$ cat src/rtl/serial_sub_ctrl.sv
`default_nettype none
// ============================================================================
// serial_sub_ctrl : bit-serial A-B controller driving one external 1-bit
// full-subtractor cell LSB-first. Optional macro SUB_SIGNED_OVF_EN adds ovf.
// Revision: 1.0
// ============================================================================
module serial_sub_ctrl #(
   parameter int WIDTH = 8,
   parameter int CNT_W = $clog2(WIDTH+1)
) (
   input  logic             clk,
   input  logic             rst_n,
   input  logic             start,
   input  logic [WIDTH-1:0] a,
   input  logic [WIDTH-1:0] b,
   output logic             busy,
   output logic             done,
   output logic [WIDTH-1:0] diff,
   output logic             borrow_out,
`ifdef SUB_SIGNED_OVF_EN
   output logic             ovf,
`endif
   output logic             cell_a,
   output logic             cell_b,
   output logic             cell_bin,
   input  logic             cell_d,
   input  logic             cell_bout
);

   localparam logic [1:0] S_IDLE = 2'd0;
   localparam logic [1:0] S_RUN  = 2'd1;
   localparam logic [1:0] S_DONE = 2'd2;

   localparam logic [CNT_W-1:0] c_last = CNT_W'(WIDTH-1);

   logic [1:0]       r_state;
   logic [WIDTH-1:0] r_a_sh;
   logic [WIDTH-1:0] r_b_sh;
   logic [WIDTH-1:0] r_res_sh;
   logic [WIDTH-1:0] r_diff;
   logic             r_brw;
   logic             r_borrow;
   logic [CNT_W-1:0] r_cnt;

   logic             w_run;
   logic [WIDTH-1:0] w_res_next;

   assign w_run      = (r_state == S_RUN);
   assign w_res_next = {cell_d, r_res_sh[WIDTH-1:1]};

`ifdef SUB_SIGNED_OVF_EN
   logic r_a_msb;
   logic r_b_msb;
   logic r_ovf;
   logic w_ovf_next;

   // Overflow only possible when operand signs differ; judged on the final difference.
   assign w_ovf_next = (r_a_msb != r_b_msb) && (w_res_next[WIDTH-1] != r_a_msb);
   assign ovf        = r_ovf;

   always_ff @(posedge clk or negedge rst_n) begin
      if (!rst_n) begin
         r_a_msb <= 1'b0;
         r_b_msb <= 1'b0;
         r_ovf   <= 1'b0;
      end else begin
         if (start && (r_state == S_IDLE || r_state == S_DONE)) begin
            r_a_msb <= a[WIDTH-1];
            r_b_msb <= b[WIDTH-1];
         end
         if (w_run && r_cnt == c_last) begin
            r_ovf <= w_ovf_next;
         end
      end
   end
`endif

   always_ff @(posedge clk or negedge rst_n) begin
      if (!rst_n) begin
         r_state  <= S_IDLE;
         r_a_sh   <= '0;
         r_b_sh   <= '0;
         r_res_sh <= '0;
         r_diff   <= '0;
         r_brw    <= 1'b0;
         r_borrow <= 1'b0;
         r_cnt    <= '0;
      end else begin
         case (r_state)
            S_IDLE, S_DONE: begin
               // DONE accepts start exactly like IDLE for back-to-back operation.
               if (start) begin
                  r_a_sh  <= a;
                  r_b_sh  <= b;
                  r_brw   <= 1'b0;
                  r_cnt   <= '0;
                  r_state <= S_RUN;
               end else begin
                  r_state <= S_IDLE;
               end
            end
            S_RUN: begin
               r_res_sh <= w_res_next;
               r_a_sh   <= {1'b0, r_a_sh[WIDTH-1:1]};
               r_b_sh   <= {1'b0, r_b_sh[WIDTH-1:1]};
               r_brw    <= cell_bout;
               r_cnt    <= r_cnt + 1'b1;
               if (r_cnt == c_last) begin
                  r_diff   <= w_res_next;
                  r_borrow <= cell_bout;
                  r_state  <= S_DONE;
               end
            end
            default: r_state <= S_IDLE;
         endcase
      end
   end

   assign busy       = w_run;
   assign done       = (r_state == S_DONE);
   assign diff       = r_diff;
   assign borrow_out = r_borrow;
   assign cell_a     = w_run & r_a_sh[0];
   assign cell_b     = w_run & r_b_sh[0];
   assign cell_bin   = w_run & r_brw;

endmodule
`default_nettype wire
$ cat config.mk
export PLATFORM = sky130hd
export DESIGN_NAME = serial_sub_ctrl
export DESIGN_NICKNAME = d
export VERILOG_FILES = /design/src/rtl/serial_sub_ctrl.sv
export SDC_FILE = /design/constraint.sdc
export NUM_CORES = 1
export LEC_CHECK = 0
export BUFFER_PORTS_ARGS = -buffer_cell sky130_fd_sc_hd__buf_2
export CORE_AREA = 2 2 54 66
export CTS_CLUSTER_SIZE = 12
export DETAILED_ROUTE_END_ITERATION = 12
export DIE_AREA = 0 0 56 68
export GPL_ROUTABILITY_DRIVEN = 0
export PLACE_DENSITY = 0.76
export SLEW_MARGIN = 10
export SYNTH_ARGS = -nofsm -noshare
export SYNTH_HDL_FRONTEND = slang
export SYNTH_SLANG_ARGS = --single-unit
$ cat constraint.sdc
create_clock -name clk -period 1.7 [get_ports clk]
set_input_delay 0 -clock clk [delete_from_list [all_inputs] [get_ports clk]]
set_output_delay 0 -clock clk [all_outputs]
set_load 0.05 [all_outputs]
==> metrics.md <==
| Metric | Value |
|---|---|
| TNS Setup | 0 ns |
| Buffers added on ports | 34 |
| Clk buf depth | 2 |
| Cell area after synthesis | 1622 um^2 |
| PwrDens | 2195 nW/um^2 |
| Area of the multi-input gates | 593.1 um^2 |
| Critical path's slowest cell | dfrtp_1 |
| DRT iter0 DRCs | 62 |
| RSZ-0062 raised after global routing | no |
| Post-Layout Cell Count | 201 |
| Register area | 975.9 um^2 |
| Vias per cell | 5.433 |
| Crit path max-delay family | buffers and inverters |
| Place WS | 0.1948 ns |
| Area leader, netlist | dfrtp_1 |
| Synthesized area per cell | 14.10 um^2 |
| Vias in the first global route | 1,158 |
| Initial antenna violation count | 0 |
| Routed len/inst | 15.02 um |
| Met2 usage in global routing | 0.3176 |
| Yosys warns | 0 |
| Most frequent cell after synthesis | dfrtp_1 |
| Post-CTS sizing | 0 |
| Commonest cells in the netlist | dfrtp_1, a22o_1, mux2_2 |
| CP Buf/Inv Count | 2 |
| GRT overflow | 0 |
| Ys flop type | dfrtp_1 |
| Cells after DPL | 182 |
| Hold Path Class | in2reg |
| CP peak stage delay | 0.37 ns |
| Max-cap violations | 0 |
| Gr busiest metal | met2 |
| Setup bufs post-CTS | 0 |
| Final #Nets | 185 |
| Mapped Nets | 137 |
| Slew of the pin with the lowest slew margin | 0.8430 ns |
| Starting Density | 0.5031 |
| Post-DRT Antenna Nets | 0 |
| GR Util met3 | 0.07372 |
| TritonCTS Buffers | 5 |
| Area Growth Syn to Fin | 27.16% |
| CORE AREA | 3223 um^2 |
| Seq/Total Area, Yosys | 0.6019 |
| WP data arrival | 1.56 ns |
| Crit-path cells | and2b_1 > buf_4 > and2_1 > buf_2 |
| Largest net degree at the start of global routing | 40 |
| Total Wirelength | 3019 um |
| CP endpoint kind | output port |
| CTS Hold Buffers Added | 10 |
| CTS Sinks | 39 |
| Pre-antenna DRT Iters | 4 |
| Final instance area | 2062 um^2 |
| Post-layout util | 0.6398 |
| Synthesized instance count | 115 |
| Die H | 68 um |
| Later-pin clock latency in the skew report | 0.30 ns |
| Critical path class | reg2out |
| Placement Cell Area | 1815 um^2 |
| Max Freq | 643.0 MHz |
| HP Start | a[4] |
| DP HPWL | 2052 um |
| Setup crit start | r_state[1]$_DFFE_PN0P_ |
| Slew Limit Fails | 0 |
| Area share of the largest cell type after synthesis | 0.6019 |
| CP startpoint kind | flop |
| CTS H-tree depth | 2 |
| Setup WS post-layout | 0.1449 ns |
| Via Count | 1,092 |
| FFs w/ async S/R, synth | 1.000 |
| Reg2reg start | r_cnt[0]$_DFFE_PN0P_ |
| Layout cell share with drive strength beyond 1 | 0.3963 |
| Rel. slew slack | 0.4380 |
| Fill count | 275 |
| Met1 Usage GRT | 0.2152 |
| Crit-path max FO | 21 |
| # IOs | 35 |
| Netlist cell types | 17 |
| Root Driver | clkbuf_8 |
| GRT Util Overall | 0.1869 |
| Final period utilization | 0.9148 |
| Minimum clock period | 1.555 ns |
| CP Data Required Time | 1.70 ns |
| Setup violators final | 0 |
| First-pass GRT wire length | 5223 um |
| Drt drc | 0 |
| Final hold vios | 0 |
| Outcome | finished, final reports clean |
| CTS tree | done |
| Ranking of synthesized cells by area | dfrtp_1, mux2_2, a22o_1 |
| Post-synth EDFFs | 0 |
| Leakage | 1.054 nW |
| Clock-pin slew on the worst setup and hold paths | 0.07 ns |
| Die Area | 3808 um^2 |
| Clock Skews | 0.008185 ns |
| Register bit total from synthesis | 39 |
| Placement Rows | 23 |
| ANT cells | 0 |
| Peak VDD IR | 1.314 mV |
| Die X | 56 um |
## where the power goes
group	switching, mW	internal, mW
clock network	0.320	0.585
registers	0.263	1.37
logic	1.17	0.814
total	1.75	2.77
## worst min-delay path, cell delays in order
cell and delay (ns):
buf_2 0.08, a22o_1 0.12, a21o_1 0.08
## per-layer routing
layer	up-vias	routed length [um]
met3	4	177
met1	543	1211
met5	-	0
li1	514	-
met2	31	1586
met4	0	44
## cells by family (layout without fill, tap and decap cells)
logic type	Yosys count	after routing	share of synthesized area
DFF	39	39	0.6019
AOI/OAI and AO/OA	34	34	0.1705
muxes	19	19	0.1304
and+or+nand+nor	14	14	0.05711
buffers and inverters	8	57	0.03241
adders and majority gates	1	1	0.007715
## flip-flops by register name, summed over array words and instances, names as in the netlist
name,count
diff,8
r_cnt,4
r_res_sh,7
r_state,2
r_a_sh,8
borrow_out,1
r_brw,1
r_b_sh,8
## path summary, 6_finish.rpt
kind / slack (ns) / cells after the start / to
max: 0.14 / 4 / cell_bin
min: 0.01 / 3 / r_a_sh[4]$_DFFE_PN0P_
max reg2reg: 0.20 / 5 / diff[5]$_DFFE_PN0P_
min reg2reg: 0.47 / 1 / r_b_sh[0]$_DFFE_PN0P_
max in group asynchronous: 0.83 / 2 / r_cnt[3]$_DFFE_PN0P_
min in group asynchronous: 0.34 / 2 / r_b_sh[0]$_DFFE_PN0P_
## metrics by stage
| stage | power (mW) | hold slack (ns) |
|---|---|---|
| after floorplan | 3.209 | -0.2956 |
| after global placement | 3.534 | 0.1218 |
| after detailed placement | 3.643 | 0.1477 |
| after CTS | 4.589 | 0.0004741 |
| after global routing | 4.830 | 0.007788 |
| final | 4.525 | 0.01001 |
## final cells by class
type | count | area share
Sequential cell | 39 | 0.4733
Timing Repair Buffer | 49 | 0.1505
Clock buffer | 5 | 0.03337
Multi-Input combinational cell | 68 | 0.2876
Clock inverter | 3 | 0.03277
Tap cell | 37 | 0.02245
## cell usage in the layout (no fill, tap or decap)
master and n:
a21o_1 14, nand4_1 1, clkbuf_8 5, o21ai_0 1, nor2_4 1, a22o_1 19, and2b_1 1, nor3b_2 1
nand2_1 3, and2_1 3, mux2_2 17, mux2i_1 2, buf_4 4, nor2b_1 3, nand2b_1 1, buf_2 34
clkinvlp_4 1, dfrtp_1 39, bufinv_16 2, dlygate4sd3_1 11, ha_1 1
(Power assumes the default switching activity.)
